## src/rtl/quad_step_gen_if.sv

```systemverilog
// quad_step_gen_if: step request handshake plus quadrature/position outputs of the step generator.
interface quad_step_gen_if;
    logic       step_valid;
    logic       step_dir;
    logic       step_ready;
    logic       A;
    logic       B;
    logic       busy;
    logic       done;
    logic [5:0] pos;
    modport master (
        output step_valid, step_dir,
        input  step_ready, A, B, busy, done, pos
    );
    modport slave (
        input  step_valid, step_dir,
        output step_ready, A, B, busy, done, pos
    );
endinterface

```

## src/rtl/quad_step_gen.sv

```systemverilog
// quad_step_gen: emits one quadrature detent waveform per accepted step and tracks a saturating position.
module quad_step_gen #(
    parameter int PHASE_CYCLES = 100_000,
    parameter int POS_MIN      = 0,
    parameter int POS_MAX      = 36,
    parameter int POS_INIT     = 18
) (
    input  logic           clk,
    input  logic           rst,
    quad_step_gen_if.slave bus
);
    typedef enum logic [2:0] {IDLE, Q1, Q2, Q3, Q4} state_t;
    localparam logic [20:0] LAST  = 21'(PHASE_CYCLES - 1);
    localparam logic [5:0]  PMIN  = 6'(POS_MIN);
    localparam logic [5:0]  PMAX  = 6'(POS_MAX);
    localparam logic [5:0]  PINIT = 6'(POS_INIT);
    state_t      r_state, w_next;
    logic [20:0] r_timer;
    logic        r_dir, r_a, r_b, r_done;
    logic [5:0]  r_pos, w_pos;
    logic        w_last, w_accept, w_dir, w_a, w_b;
    always_comb begin
        w_last   = r_timer == LAST;
        w_accept = r_state == IDLE && bus.step_valid;
        w_dir    = w_accept ? bus.step_dir : r_dir;
        w_next   = r_state;
        case (r_state)
            IDLE:    w_next = w_accept ? Q1 : IDLE;
            Q1:      w_next = w_last ? Q2 : Q1;
            Q2:      w_next = w_last ? Q3 : Q2;
            Q3:      w_next = w_last ? Q4 : Q3;
            Q4:      w_next = w_last ? IDLE : Q4;
            default: w_next = IDLE;
        endcase
        // A/B are decoded from the upcoming state so they are registered in step with it
        w_a = w_next == Q1 ? ~w_dir : w_next == Q2 ? 1'b0 : w_next == Q3 ? w_dir : 1'b1;
        w_b = w_next == Q1 ? w_dir : w_next == Q2 ? 1'b0 : w_next == Q3 ? ~w_dir : 1'b1;
        w_pos = r_pos;
        if (r_state == Q4 && w_last)
            w_pos = r_dir ? (r_pos > PMIN ? r_pos - 6'd1 : r_pos)
                          : (r_pos < PMAX ? r_pos + 6'd1 : r_pos);
    end
    always_ff @(posedge clk) begin
        if (rst) begin
            r_state <= IDLE;
            r_timer <= '0;
            r_dir   <= 1'b0;
            r_a     <= 1'b1;
            r_b     <= 1'b1;
            r_done  <= 1'b0;
            r_pos   <= PINIT;
        end else begin
            r_state <= w_next;
            r_timer <= (w_next != r_state || r_state == IDLE) ? '0 : r_timer + 21'd1;
            r_dir   <= w_dir;
            r_a     <= w_a;
            r_b     <= w_b;
            r_done  <= r_state == Q4 && w_last;
            r_pos   <= w_pos;
        end
    end
    assign bus.step_ready = r_state == IDLE;
    assign bus.busy       = r_state != IDLE;
    assign bus.A          = r_a;
    assign bus.B          = r_b;
    assign bus.done       = r_done;
    assign bus.pos        = r_pos;
endmodule

```

## src/flat_wrapper.sv

```systemverilog
// flat-port wrapper written by rule: the top's interface ports become plain ports
module quad_step_gen_flat 
#(
    parameter int PHASE_CYCLES = 100_000,
    parameter int POS_MIN      = 0,
    parameter int POS_MAX      = 36,
    parameter int POS_INIT     = 18
)
  (clk, rst, bus_step_valid, bus_step_dir, bus_step_ready, bus_A, bus_B, bus_busy, bus_done, bus_pos);
  quad_step_gen_if bus_i ();
  input  logic clk;
  input  logic rst;
  input wire logic [$bits(bus_i.step_valid)-1:0] bus_step_valid;
  input wire logic [$bits(bus_i.step_dir)-1:0] bus_step_dir;
  output wire logic [$bits(bus_i.step_ready)-1:0] bus_step_ready;
  output wire logic [$bits(bus_i.A)-1:0] bus_A;
  output wire logic [$bits(bus_i.B)-1:0] bus_B;
  output wire logic [$bits(bus_i.busy)-1:0] bus_busy;
  output wire logic [$bits(bus_i.done)-1:0] bus_done;
  output wire logic [$bits(bus_i.pos)-1:0] bus_pos;
  assign bus_i.step_valid = bus_step_valid;
  assign bus_i.step_dir = bus_step_dir;
  assign bus_step_ready = bus_i.step_ready;
  assign bus_A = bus_i.A;
  assign bus_B = bus_i.B;
  assign bus_busy = bus_i.busy;
  assign bus_done = bus_i.done;
  assign bus_pos = bus_i.pos;
  quad_step_gen #(.PHASE_CYCLES(PHASE_CYCLES), .POS_MIN(POS_MIN), .POS_MAX(POS_MAX), .POS_INIT(POS_INIT)) u_core (.clk(clk), .rst(rst), .bus(bus_i));
endmodule
```

## config.mk

```make
export PLATFORM = sky130hd
export DESIGN_NAME = quad_step_gen_flat
export DESIGN_NICKNAME = d
export VERILOG_FILES = /design/src/rtl/quad_step_gen_if.sv /design/src/rtl/quad_step_gen.sv /design/src/flat_wrapper.sv
export SDC_FILE = /design/constraint.sdc
export NUM_CORES = 1
export LEC_CHECK = 0
export BUFFER_PORTS_ARGS = -buffer_cell sky130_fd_sc_hd__buf_4
export CAP_MARGIN = 20
export CORE_ASPECT_RATIO = 1.25
export CORE_MARGIN = 2
export CORE_UTILIZATION = 40
export CTS_CLUSTER_SIZE = 14
export DETAILED_ROUTE_END_ITERATION = 12
export PLACE_DENSITY = 0.68
export RECOVER_POWER = 100
export SLEW_MARGIN = 0
export SYNTH_ARGS = -nofsm -noshare
export SYNTH_HDL_FRONTEND = slang
export SYNTH_SLANG_ARGS = --single-unit
export TNS_END_PERCENT = 5
```

## constraint.sdc

```tcl
create_clock -name clk -period 3.1 [get_ports clk]
set_input_delay 0 -clock clk [delete_from_list [all_inputs] [get_ports clk]]
set_output_delay 0 -clock clk [all_outputs]
set_load 0.05 [all_outputs]
```

# Word level (Yosys, flattened, before mapping)
# Cells that the tools add are included.
[classes]
bitwise_logic = 1
add_sub_neg = 3
mux = 16
eq_ne = 10
order_cmp = 2
n_reduce_logical = 8
[ops]
columns = ["op", "count"]
rows = [
  ["$add A21 B1 Y21 const B", 1],
  ["$eq A21 B17 Y1 const B", 1],
  ["$mux W6", 3],
  ["$pmux W3 S5", 1],
  ["$eq A3 B2 Y1 const B", 4],
  ["$mux W1", 9],
  ["$add A6 B1 Y6 const B", 1],
  ["$eq A3 B1 Y1 const B", 2],
  ["$gt A6 B1 Y1 const B", 1],
  ["$lt A6 B6 Y1 const B", 1],
  ["$mux W3", 2],
  ["$sub A6 B1 Y6 const B", 1],
  ["$eq A3 B3 Y1 const B", 1],
  ["$logic_not A3 Y1", 1],
  ["$ne A3 B3 Y1", 1],
  ["$reduce_and A3 Y1", 1],
  ["$reduce_bool A3 Y1", 1],
  ["$logic_and A1 B1 Y1", 2],
  ["$mux W2", 1],
  ["$ne A2 B2 Y1 const B", 1],
  ["$reduce_bool A2 Y1", 1],
  ["$reduce_or A2 Y1", 1],
  ["$logic_or A1 B1 Y1", 1],
  ["$not A1 Y1", 1],
]
[word_totals]
ff_bits = 34

# Depth between registers and ports, before layout
[depth]
word_depth = 8
depth_mapped = 8
ltp_nobuf = 7

# Least setup slack after synthesis
# Ideal clock, no wire load.
[synth_timing]
kind = "register to output"
from = "register u_core.r_state[1]"
to = "output bus_busy"
path_stages_with_launch = 4
path_buffers = 1
t_required_ns = 3.100
arrival_ns = 2.253
path_slack_ns = 0.847
cell_sequence = "dfxtp_1 > buf_1 > nor3_1 > inv_1"
[synth_between]
elab_chain_cells = 1
[synth_rtl]
columns = ["item", "line", "rtl"]
rows = [
  ["from (decl)", "quad_step_gen.sv:17", "state_t r_state, w_next;"],
  ["from (signal assigned)", "quad_step_gen.sv:53", "r_state <= w_next;"],
  ["$reduce_bool A3 Y1", "quad_step_gen.sv:63", "assign bus.busy = r_state != IDLE;"],
  ["to (decl)", "flat_wrapper.sv:18", "output wire logic [$bits(bus_i.busy)-1:0] bus_busy;"],
]
# Every way passes these cells.

# Final worst setup path
[layout_timing]
from = "register u_core.r_timer[0]"
to = "register u_core.r_timer[16]"
[layout_between]
elab_chain_cells = 6
[layout_rtl]
columns = ["item", "line", "rtl"]
rows = [
  ["from (decl)", "quad_step_gen.sv:18", "logic [20:0] r_timer;"],
  ["from (signal assigned)", "quad_step_gen.sv:54", "r_timer <= (w_next != r_state || r_state == IDLE) ? '0 : r_timer + 21'd1;"],
  ["$eq A21 B17 Y1", "quad_step_gen.sv:23", "w_last = r_timer == LAST;"],
  ["$mux W3 (tied with other cells)", "quad_step_gen.sv:31", "Q3: w_next = w_last ? Q4 : Q3;"],
  ["$pmux W3 S5", "quad_step_gen.sv:27", "case (r_state)"],
  ["$ne A3 B3 Y1", "quad_step_gen.sv:54", ""],
  ["$logic_or A1 B1 Y1", "quad_step_gen.sv:54", ""],
  ["$reduce_or A2 Y1 (no line)", "--", ""],
]
# Several ways; a longest one is shown, not always the timed one.
# A chain may end at the register's enable or synchronous reset.

==> impl_results.md <==
* Total routing resource utilization after global routing at around 15%
* Maximum number of pins on one net before global-route repair at 20
* Post-route insts no fill at 276
* Total power per unit cell area at around 420 mW/mm^2
* Dominant register cell in the synthesized netlist: sky130_fd_sc_hd__dfxtp_1
* Worst R2R Setup Slack at just over 900 ps
* Register bit total from synthesis at 34
* Cell total after placement at roughly 270
* Worst-path fanout max at 19
* Total area of sequential cells at 681 sq um
* H-tree depth reported by CTS at 2
* Share of the yosys chip area belonging to registers at between 30% and 40%
* Post-cts gate resize count at 0
* Endpoint class of the critical path: flip-flop
* Final design area excluding fillers at 0.00198 sq mm
* Hold path startpoint: bus_step_dir
* Actual slew at the worst max-slew pin at around 700 ps
* Via count at about 1,400
* Number of inserted filler cells in the final layout at 446
* Total global routing overflow at 0
* Row count at 27
* Share of the clock period used by the worst path after layout at between 70 and 80%
* EDFF count, synth at 0
* Root buffer cell: sky130_fd_sc_hd__clkbuf_8
* Via count of the first global-routing pass at 1,376
* Dpl hpwl at about 2400 microns
* Share of layout cells above drive strength 1 at slightly below 8%
* Clock buffers created by TritonCTS at 5
* Number of nets with antenna violations after detailed routing at 0
* Fraction of registers with async set/reset at 0%
* Critical Path RT at 3240 ps
* Worst-case setup slack after placement at between 800 and 900 ps
* Final-report setup violation count at 0
* Detailed-route vias per instance at 5.12
* Boundary pin count at 15
* Number of antenna violations at the first check in global routing at 0
* Number of hold violations in the final report at 0
* Status: completed
* Total of buffers placed on input and output ports at 14
* Accumulated negative setup slack at 0 ps
* Critical path type: reg -> reg
* Static leakage power at approximately 0.68 nW
* Cell with the largest stage delay on the worst path: sky130_fd_sc_hd__or2_1
* Placer congestion estimate at approximately 0.78
* Clock edge transition at the registers on the reported setup and hold paths at roughly 70 ps
* Area share of the largest cell type after synthesis at between 30% and 40%
* DRC Markers at 0
* Wire length of the first global-routing pass at about 6000 microns
* Most used cell along the critical path: sky130_fd_sc_hd__nor2_1
* Unique masters post-synth at between 50 and 60
* Worst slack on hold paths at roughly 69 ps
* Max IR drop VDD at 0.216 mV
* Clock tree from TritonCTS: yes
* Most area-hungry cell type in the Yosys netlist: sky130_fd_sc_hd__dfxtp_1
* Clock insertion delay at the later pin of the skew report at between 200 and 300 ps
* Postcts setup bufs at 0
* Die Outline Area at slightly above 0.005 sq mm
* # clock sinks at 34
* Final worst slack at ~910 ps
* Synth top area cells: sky130_fd_sc_hd__dfxtp_1 38%, sky130_fd_sc_hd__nor2_1 7.5%, sky130_fd_sc_hd__xnor2_1 6.4%
* Effective utilization at floorplan at 41.1%
* Max Cap Viol at 0
* Final-stage net count at about 230
* Depth of the most critical reg-to-reg path at 6
* Worst path max stage delay at 550 ps
* Wire length reported by the detailed router at 3310 microns
* Number of buffers on the longest clock path at 2
* Reg-to-reg endpoint: u_core.r_timer[16]$_SDFF_PP0_
* Area of placed instances at ~0.0019 sq mm
* Average wire length per cell after detail routing at approximately 12 microns
* Capture point of the critical path: u_core.r_timer[16]$_SDFF_PP0_
* Worst R2R Start: u_core.r_timer[0]$_SDFF_PP0_
* Synth Cell Area at approximately 0.0018 sq mm
* Setup skew after layout at 5.11 ps
* Cell-by-cell listing of the critical path: ha_1 > and4_1 > nand4_1 > nor2_1 > or2_1 > nor2_1
* Chip Width at 63.8 microns
* First-pass iteration count of the detailed router at 4
* Arrival @ worst endpoint at 2330 ps
* Post-Synthesis Net Count at 213
* Crit start category: flip-flop
* Total area of multi-input combinational cells at about 0.0010 sq mm
* Unrepaired setup endpoints after global routing: no
* Max-slew violations at 0
* Final core utilization at between 40 and 50%
* Synth warn at 0
* Number of instances in the synthesized netlist at 203
* Count of routing violations after the opening detailed-route iteration at 51
* F_max at ~460 MHz
* Startpoint of the worst setup timing path: u_core.r_timer[0]$_SDFF_PP0_
* Area overhead of the layout relative to synthesis at 10.4%
* Diodes inserted at 0
* Mean cell area of the mapped netlist at a little under 9 sq um
* Worst min-delay path category: in -> reg
* Total power after layout at approximately 0.83 mW
* Core region area at roughly 0.0044 sq mm
* Vertical extent of the die at 78.8 microns
* Number of buffers inserted by hold repair at cts at 1
* Normalized max-slew margin at a little over half
* Fin crit period at approximately 2200 ps
## layout make-up
cell class	count	area share, %
Tap cell	58	3.67
Inverter	9	1.71
Multi-Input combinational cell	154	52.3
Timing Repair Buffer	15	3.73
Clock buffer	6	4.18
Sequential cell	34	34.4
## cell usage in the layout, fill, tap and decap left out, types with 3 or more instances in the layout
| cell type | Yosys | layout |
|---|---|---|
| sky130_fd_sc_hd__nand2_1 | 7 | 7 |
| sky130_fd_sc_hd__xor2_1 | 10 | 10 |
| sky130_fd_sc_hd__nor2b_1 | 3 | 3 |
| sky130_fd_sc_hd__dfxtp_1 | 34 | 34 |
| sky130_fd_sc_hd__and3_1 | 4 | 4 |
| sky130_fd_sc_hd__nor3_1 | 11 | 12 |
| sky130_fd_sc_hd__xnor2_1 | 13 | 13 |
| sky130_fd_sc_hd__mux2i_1 | 4 | 4 |
| sky130_fd_sc_hd__o21ai_0 | 5 | 6 |
| sky130_fd_sc_hd__nor2_1 | 36 | 36 |
| sky130_fd_sc_hd__buf_4 | 1 | 3 |
| sky130_fd_sc_hd__nand4_1 | 8 | 8 |
| sky130_fd_sc_hd__clkbuf_8 | 0 | 6 |
| sky130_fd_sc_hd__ha_1 | 5 | 5 |
| sky130_fd_sc_hd__nand2b_1 | 3 | 3 |
| sky130_fd_sc_hd__inv_1 | 9 | 9 |
| sky130_fd_sc_hd__clkbuf_1 | 3 | 11 |
| sky130_fd_sc_hd__a21oi_1 | 3 | 3 |
| sky130_fd_sc_hd__nand3_1 | 6 | 6 |
## routing by layer
metal  share of wire (%)  wire [microns]  global-route usage, %  up-vias
met1                  47            1550                   17.4      663
met2                  49            1610                   25.0       13
met4                 1.5              48                   8.91        0
li1                    -               -                      -      734
met5                   0               0                      0        -
met3                 3.0              99                   3.82        4
## state kept, by name (all words and copies together), names as in the netlist
signal           flops
u_core.r_timer      21
u_core.bus.pos       6
u_core.r_state       3
u_core.bus.A         1
u_core.bus.B         1
u_core.bus.done      1
u_core.r_dir         1
## power breakdown
group	switching, mW	internal, mW	total (mW)	leakage (nW)
logic	0.0422	0.0252	0.0674	0.360
registers	0.00593	0.442	0.448	0.275
clock network	0.147	0.171	0.318	0.0431
## worst min path at each step
stage                                           to  slack [ps]  cells after the start
floorplan           u_core.bus.pos[4]$_SDFFE_PP1P_         120                      2
global placement      u_core.r_state[2]$_SDFF_PP0_         280                      2
detailed placement    u_core.r_state[2]$_SDFF_PP0_         280                      2
CTS                        u_core.r_dir$_SDFF_PP0_          60                      3
global route               u_core.r_dir$_SDFF_PP0_          90                      3
finish                     u_core.r_dir$_SDFF_PP0_          70                      3
## critical path: cells and delay by family (launching register included)
kind                     cells  cell delay [ps]
AND/OR/NAND/NOR              5             1450
flip-flops                   1              370
adder cells (fa/ha/maj)      1              240
## cells in the mapped netlist, types with 4 or more instances
master	count
sky130_fd_sc_hd__mux2i_1	4
sky130_fd_sc_hd__ha_1	5
sky130_fd_sc_hd__nand3_1	6
sky130_fd_sc_hd__nand2_1	7
sky130_fd_sc_hd__nor2_1	36
sky130_fd_sc_hd__nor3_1	11
sky130_fd_sc_hd__inv_1	9
sky130_fd_sc_hd__xor2_1	10
sky130_fd_sc_hd__and3_1	4
sky130_fd_sc_hd__xnor2_1	13
sky130_fd_sc_hd__nand4_1	8
sky130_fd_sc_hd__o21ai_0	5
sky130_fd_sc_hd__dfxtp_1	34
## cell families after synthesis
kind of cell    count (synthesis)  synth area share, %
compound gates                 21                 8.04
fa+ha+maj                       7                 5.17
xor+xnor                       23                 11.3
mux                             6                 3.70
simple gates                   97                 30.4
buf+inv                        15                 3.42
flops                          34                 38.0
(Power assumes the default switching activity.)
